==> config.mk <==
export PLATFORM = sky130hd
export DESIGN_NAME = piso_serializer_flat
export DESIGN_NICKNAME = d
export VERILOG_FILES = /design/src/rtl/piso_serializer_pkg.sv /design/src/rtl/piso_serializer_if.sv /design/src/rtl/piso_shift_reg.sv /design/src/rtl/piso_serializer.sv /design/src/flat_wrapper.sv
export SDC_FILE = /design/constraint.sdc
export NUM_CORES = 1
export LEC_CHECK = 0
export BUFFER_PORTS_ARGS = -buffer_cell sky130_fd_sc_hd__buf_2
export CORE_AREA = 2 2 39 41
export DETAILED_ROUTE_END_ITERATION = 6
export DIE_AREA = 0 0 41 43
export PLACE_DENSITY = 0.49
export SYNTH_ARGS = -nofsm -noshare
export SYNTH_HDL_FRONTEND = slang
export SYNTH_SLANG_ARGS = --single-unit
==> constraint.sdc <==
create_clock -name clk -period 1.1 [get_ports clk]
set_input_delay 0.165 -clock clk [delete_from_list [all_inputs] [get_ports clk]]
set_output_delay 0.165 -clock clk [all_outputs]
set_load 0.01 [all_outputs]
==> src/rtl/piso_serializer_pkg.sv <==
// Shared definitions for the PISO serializer: FSM state encoding and default word width.
// The SIPO side and future deserializer framing use the same encodings.
package piso_serializer_pkg;

    typedef enum logic {
        StIdle  = 1'b0,
        StShift = 1'b1
    } piso_state_e;

    localparam int unsigned DefaultDataWidth = 4;

endpackage

==> src/rtl/piso_serializer_if.sv <==
// Parallel-word handshake and serial stream bundle for the PISO serializer.
interface piso_serializer_if #(
    parameter int unsigned DATA_WIDTH = piso_serializer_pkg::DefaultDataWidth
);

    logic                  in_valid;
    logic                  in_ready;
    logic [DATA_WIDTH-1:0] in_data;
    logic                  serial_out;
    logic                  serial_valid;
    logic                  serial_last;

    // Upstream producer / stream observer side
    modport master (
        output in_valid,
        output in_data,
        input  in_ready,
        input  serial_out,
        input  serial_valid,
        input  serial_last
    );

    // Serializer side
    modport slave (
        input  in_valid,
        input  in_data,
        output in_ready,
        output serial_out,
        output serial_valid,
        output serial_last
    );

endinterface

==> src/rtl/piso_shift_reg.sv <==
// Loadable shift register emitting one bit per shift, MSB-first or LSB-first.
// Vacated bit positions fill with zero; load takes priority over shift.
module piso_shift_reg #(
    parameter int unsigned DATA_WIDTH = 4,
    parameter bit          MSB_FIRST  = 1'b1
) (
    input  logic                  clk,
    input  logic                  rst,
    input  logic                  load,
    input  logic                  shift,
    input  logic [DATA_WIDTH-1:0] load_data,
    output logic                  sbit
);

    logic [DATA_WIDTH-1:0] sreg_q, sreg_d;

    always_comb begin
        sreg_d = sreg_q;
        if (load) begin
            sreg_d = load_data;
        end else if (shift) begin
            if (MSB_FIRST) begin
                sreg_d = {sreg_q[DATA_WIDTH-2:0], 1'b0};
            end else begin
                sreg_d = {1'b0, sreg_q[DATA_WIDTH-1:1]};
            end
        end
    end

    always_ff @(posedge clk) begin
        if (rst) begin
            sreg_q <= '0;
        end else begin
            sreg_q <= sreg_d;
        end
    end

    assign sbit = MSB_FIRST ? sreg_q[DATA_WIDTH-1] : sreg_q[0];

endmodule

==> src/rtl/piso_serializer.sv <==
// Parallel-in/serial-out stage: accepts a word on valid/ready and streams it one bit
// per clock, reloading on the last-bit edge so back-to-back words leave no gap.
module piso_serializer
    import piso_serializer_pkg::*;
#(
    parameter int unsigned DATA_WIDTH = DefaultDataWidth,
    parameter bit          MSB_FIRST  = 1'b1
) (
    input logic              clk,
    input logic              rst,
    piso_serializer_if.slave bus
);

    localparam int unsigned     CNT_W   = $clog2(DATA_WIDTH);
    localparam logic [CNT_W-1:0] CNT_MAX = CNT_W'(DATA_WIDTH - 1);

    piso_state_e      state_q, state_d;
    logic [CNT_W-1:0] cnt_q, cnt_d;
    logic             load, shift, sbit;
    logic             ready, handshake, at_last;

    // Ready depends on registered state only, never on in_valid.
    assign at_last   = (state_q == StShift) && (cnt_q == '0);
    assign ready     = (state_q == StIdle) || at_last;
    assign handshake = bus.in_valid && ready;

    always_comb begin
        state_d = state_q;
        cnt_d   = cnt_q;
        load    = 1'b0;
        shift   = 1'b0;
        unique case (state_q)
            StIdle: begin
                if (handshake) begin
                    load    = 1'b1;
                    cnt_d   = CNT_MAX;
                    state_d = StShift;
                end
            end
            StShift: begin
                if (cnt_q == '0) begin
                    if (handshake) begin
                        load  = 1'b1;
                        cnt_d = CNT_MAX;
                    end else begin
                        shift   = 1'b1;
                        state_d = StIdle;
                    end
                end else begin
                    shift = 1'b1;
                    cnt_d = cnt_q - CNT_W'(1);
                end
            end
            default: state_d = StIdle;
        endcase
    end

    always_ff @(posedge clk) begin
        if (rst) begin
            state_q <= StIdle;
            cnt_q   <= '0;
        end else begin
            state_q <= state_d;
            cnt_q   <= cnt_d;
        end
    end

    piso_shift_reg #(
        .DATA_WIDTH (DATA_WIDTH),
        .MSB_FIRST  (MSB_FIRST)
    ) u_shift_reg (
        .clk       (clk),
        .rst       (rst),
        .load      (load),
        .shift     (shift),
        .load_data (bus.in_data),
        .sbit      (sbit)
    );

    assign bus.in_ready     = ready;
    assign bus.serial_valid = (state_q == StShift);
    assign bus.serial_out   = (state_q == StShift) && sbit;
    assign bus.serial_last  = at_last;

endmodule

==> src/flat_wrapper.sv <==
// flat-port wrapper written by rule: the top's interface ports become plain ports
module piso_serializer_flat import piso_serializer_pkg::*;
#(
    parameter int unsigned DATA_WIDTH = DefaultDataWidth,
    parameter bit          MSB_FIRST  = 1'b1
)
  (clk, rst, bus_in_valid, bus_in_data, bus_in_ready, bus_serial_out, bus_serial_valid, bus_serial_last);
  piso_serializer_if #(.DATA_WIDTH(DATA_WIDTH)) bus_i ();
  input logic clk;
  input logic rst;
  input wire logic [$bits(bus_i.in_valid)-1:0] bus_in_valid;
  input wire logic [$bits(bus_i.in_data)-1:0] bus_in_data;
  output wire logic [$bits(bus_i.in_ready)-1:0] bus_in_ready;
  output wire logic [$bits(bus_i.serial_out)-1:0] bus_serial_out;
  output wire logic [$bits(bus_i.serial_valid)-1:0] bus_serial_valid;
  output wire logic [$bits(bus_i.serial_last)-1:0] bus_serial_last;
  assign bus_i.in_valid = bus_in_valid;
  assign bus_i.in_data = bus_in_data;
  assign bus_in_ready = bus_i.in_ready;
  assign bus_serial_out = bus_i.serial_out;
  assign bus_serial_valid = bus_i.serial_valid;
  assign bus_serial_last = bus_i.serial_last;
  piso_serializer #(.DATA_WIDTH(DATA_WIDTH), .MSB_FIRST(MSB_FIRST)) u_core (.clk(clk), .rst(rst), .bus(bus_i));
endmodule
==> qor.txt <==
Status: finished with violations
Violated checks: setup timing
Area Overhead vs Synth: 39.2%
Htree depth: 1
CP Cell Sequence: o21a_1 > inv_1 > buf_2
Vias per inst: 4.49
Max Fclk: 888 MHz
Warnings, synthesis: 0
CP Launch Type: flop
Post-synth top area share: 0.423
Row cnt: 14
Fin crit period: 1.13 ns
Hold Buf Count CTS: 0
Flops & latches, synth: 7
Synth async-reset ratio: 0
TritonCTS Buffers: 3
Vias in the first global route: 284
Post-Synthesis Cells: 34
Post-synth cell types: 16
WP buf/inv: 2
Drt total wl: 707 µm
Worst rel slew slack: 0.799
Met1 Use GR: 0.136
Cell Pwr Density: 1380 nW/µm²
Post-synthesis net count: 41
CTS tree: done
Synth area leader: dfxtp_1
Detailed Route Iter0 Violations: 1
Routability cong.: 0.657
Complex-gate fraction of the synthesized area: 0.234
Die Wd: 41 µm
Syn Area/Cell: 9.75 µm²
Root Driver: clkbuf_4
Maximum clock path buffer count: 2
Clk Latency, worst-skew pair: 0.25 ns
IO Port Bufs: 10
Placed cell area: 407 µm²
Total Power: 637 µW
DRC Markers: 0
Inserted Diodes: 0
Die Footprint: 1760 µm²
Clock transition at path regs: 0.05 ns
CP Class: flop to output port
Synth Area in Simple Gates: 0.249
Fin. max-slew vios: 0
Worst r2r path cells: 4
Adder-cell share of the synthesized area: 0
Final Skew: 0.00491 ns
Main combinational cell family by area after synthesis: simple AND/OR/NAND/NOR gates
HP Class: input port to flop
Initial Util: 0.240
Total Routing Usage GR: 0.104
Worst hold stages: 2
HPWL after DPL: 531 µm
Max_cap viols: 0
Fin crit share: 1.02
GR Util met2: 0.131
Mapped Area: 332 µm²
Flop2flop setup slack: 0 ns
Fillers: 147
Peak supply drop: 0.000619 V
Stages on the worst setup path: 3
DIE HEIGHT: 43 µm
Routed len/inst: 10.6 µm
CP max stage delay: 0.32 ns
Worst endpoint required time: 0.94 ns
Top Usage Layer GRT: met1
Post-Layout Cell Count: 67
Hold slack final: 0.130 ns
Synth Area in XOR/XNOR: 0.0264
RSZ-0062 raised after global routing: yes
Dpl cells: 61
Top Family by Delay on Critical Path: flip-flops
First-pass GRT wire length: 1190 µm
Multiplexer area fraction after synthesis: 0
Ports: 11
Core area: 1380 µm²
Largest net degree at the start of global routing: 9
Drt pass-1 iters: 4
Ys flop type: dfxtp_1
Post-synth EDFFs: 0
Critical Path End Type: output port
Met3 Track Usage GR: 0.0524
Gr ovfl total: 0
Crit path DAT: 0.96 ns
Final setup viols: 3
Commonest cells post-synth: dfxtp_1 (7), nor2_1 (6), a211oi_1 (3), a221o_1 (3), and2_2 (3)
Hold Fails Final Rpt: 0
Leak Pwr: 0.000204 µW
Final Cell Area: 462 µm²
Layout Utilization: 0.334
Post-DRT Antenna Nets: 0
Final net count: 59
CP max stage cell: dfxtp_2
Sequential share of the synthesized area: 0.423
Top-count cell post-synth: dfxtp_1
Final setup margin: -0.0260 ns
Initial antenna violation count: 0
Slew @ Worst Pin: 0.299 ns
Crit-path max FO: 3
Synth area leaders: dfxtp_1 (42%), a221o_1 (9.1%), a211oi_1 (6.8%)
Share of cells above drive strength 1: 0.529
Routed vias: 301
CTS Sinks: 7
## area by class of cell
class | instances | area [µm²] | share of cell area
clock buffers | 4 | 26.3 | 0.0569
multi-input cells | 24 | 178 | 0.385
flip-flops and latches | 7 | 146 | 0.317
well taps | 16 | 20.0 | 0.0434
inverters | 1 | 3.75 | 0.00813
repair buffers | 15 | 87.6 | 0.190
## repair_timing
item	in CTS	in global routing
endpoints found under the setup margin	2	5
buffers inserted	2	0
resized for setup	4	1
pin swaps	2	1
## sequential cells by signal, indices dropped and copies added, names as in the netlist
| register | cells |
|---|---|
| u_core.u_shift_reg.sreg_q | 4 |
| u_core.bus.serial_valid | 1 |
| u_core.cnt_q | 2 |
## where the power goes
group / total, µW / switching [µW] / leakage, µW / internal [µW]
sequential: 288 / 13.8 / 0.0000590 / 275
clock: 232 / 93.9 / 0.0000150 / 138
combinational: 116 / 53.3 / 0.000130 / 62.9
total: 637 / 161 / 0.000204 / 476
## per-layer routing
| metal | vias to the layer above | part of all wire |
|---|---|---|
| met2 | 7 | 0.47 |
| li1 | 155 | - |
| met3 | 0 | 0.075 |
| met4 | 0 | 0 |
| met5 | - | 0 |
| met1 | 139 | 0.45 |
## metrics by stage
stage / setup TNS, ns / setup WS (ns)
after floorplan: 0 / 0.0174
after global placement: 0 / 0.0618
after detailed placement: 0 / 0.0732
after CTS: -0.0483 / -0.0370
after global routing: -0.224 / -0.0717
final: -0.0286 / -0.0260
## cell usage in the layout, fill, tap and decap left out
cell / n
inv_1: 1
o21a_1: 1
a32oi_1: 1
dfxtp_1: 4
nor2_2: 1
clkbuf_4: 3
and2_1: 2
xor2_1: 1
a221o_1: 3
a21oi_2: 1
buf_2: 10
clkbuf_1: 1
a211oi_1: 3
nor3b_4: 1
and2_2: 3
buf_4: 5
nor2_1: 5
or2b_1: 1
dfxtp_4: 1
nor3_1: 1
dfxtp_2: 2
## final timing paths
kind,startpoint,end
max reg2reg,u_core.cnt_q[0],u_core.u_shift_reg.sreg_q[2]
min,bus_in_data[3],u_core.u_shift_reg.sreg_q[3]
min reg2reg,u_core.u_shift_reg.sreg_q[2],u_core.u_shift_reg.sreg_q[3]
max,u_core.cnt_q[0],bus_in_ready
## cell families (layout without fill, tap and decap cells)
logic type | Yosys count | in the layout
XOR/XNOR | 1 | 1
flip-flops | 7 | 7
AO/OA/AOI/OAI | 9 | 9
AND/OR/NAND/NOR | 14 | 14
buffers and inverters | 3 | 20
(Power assumes the default switching activity.)
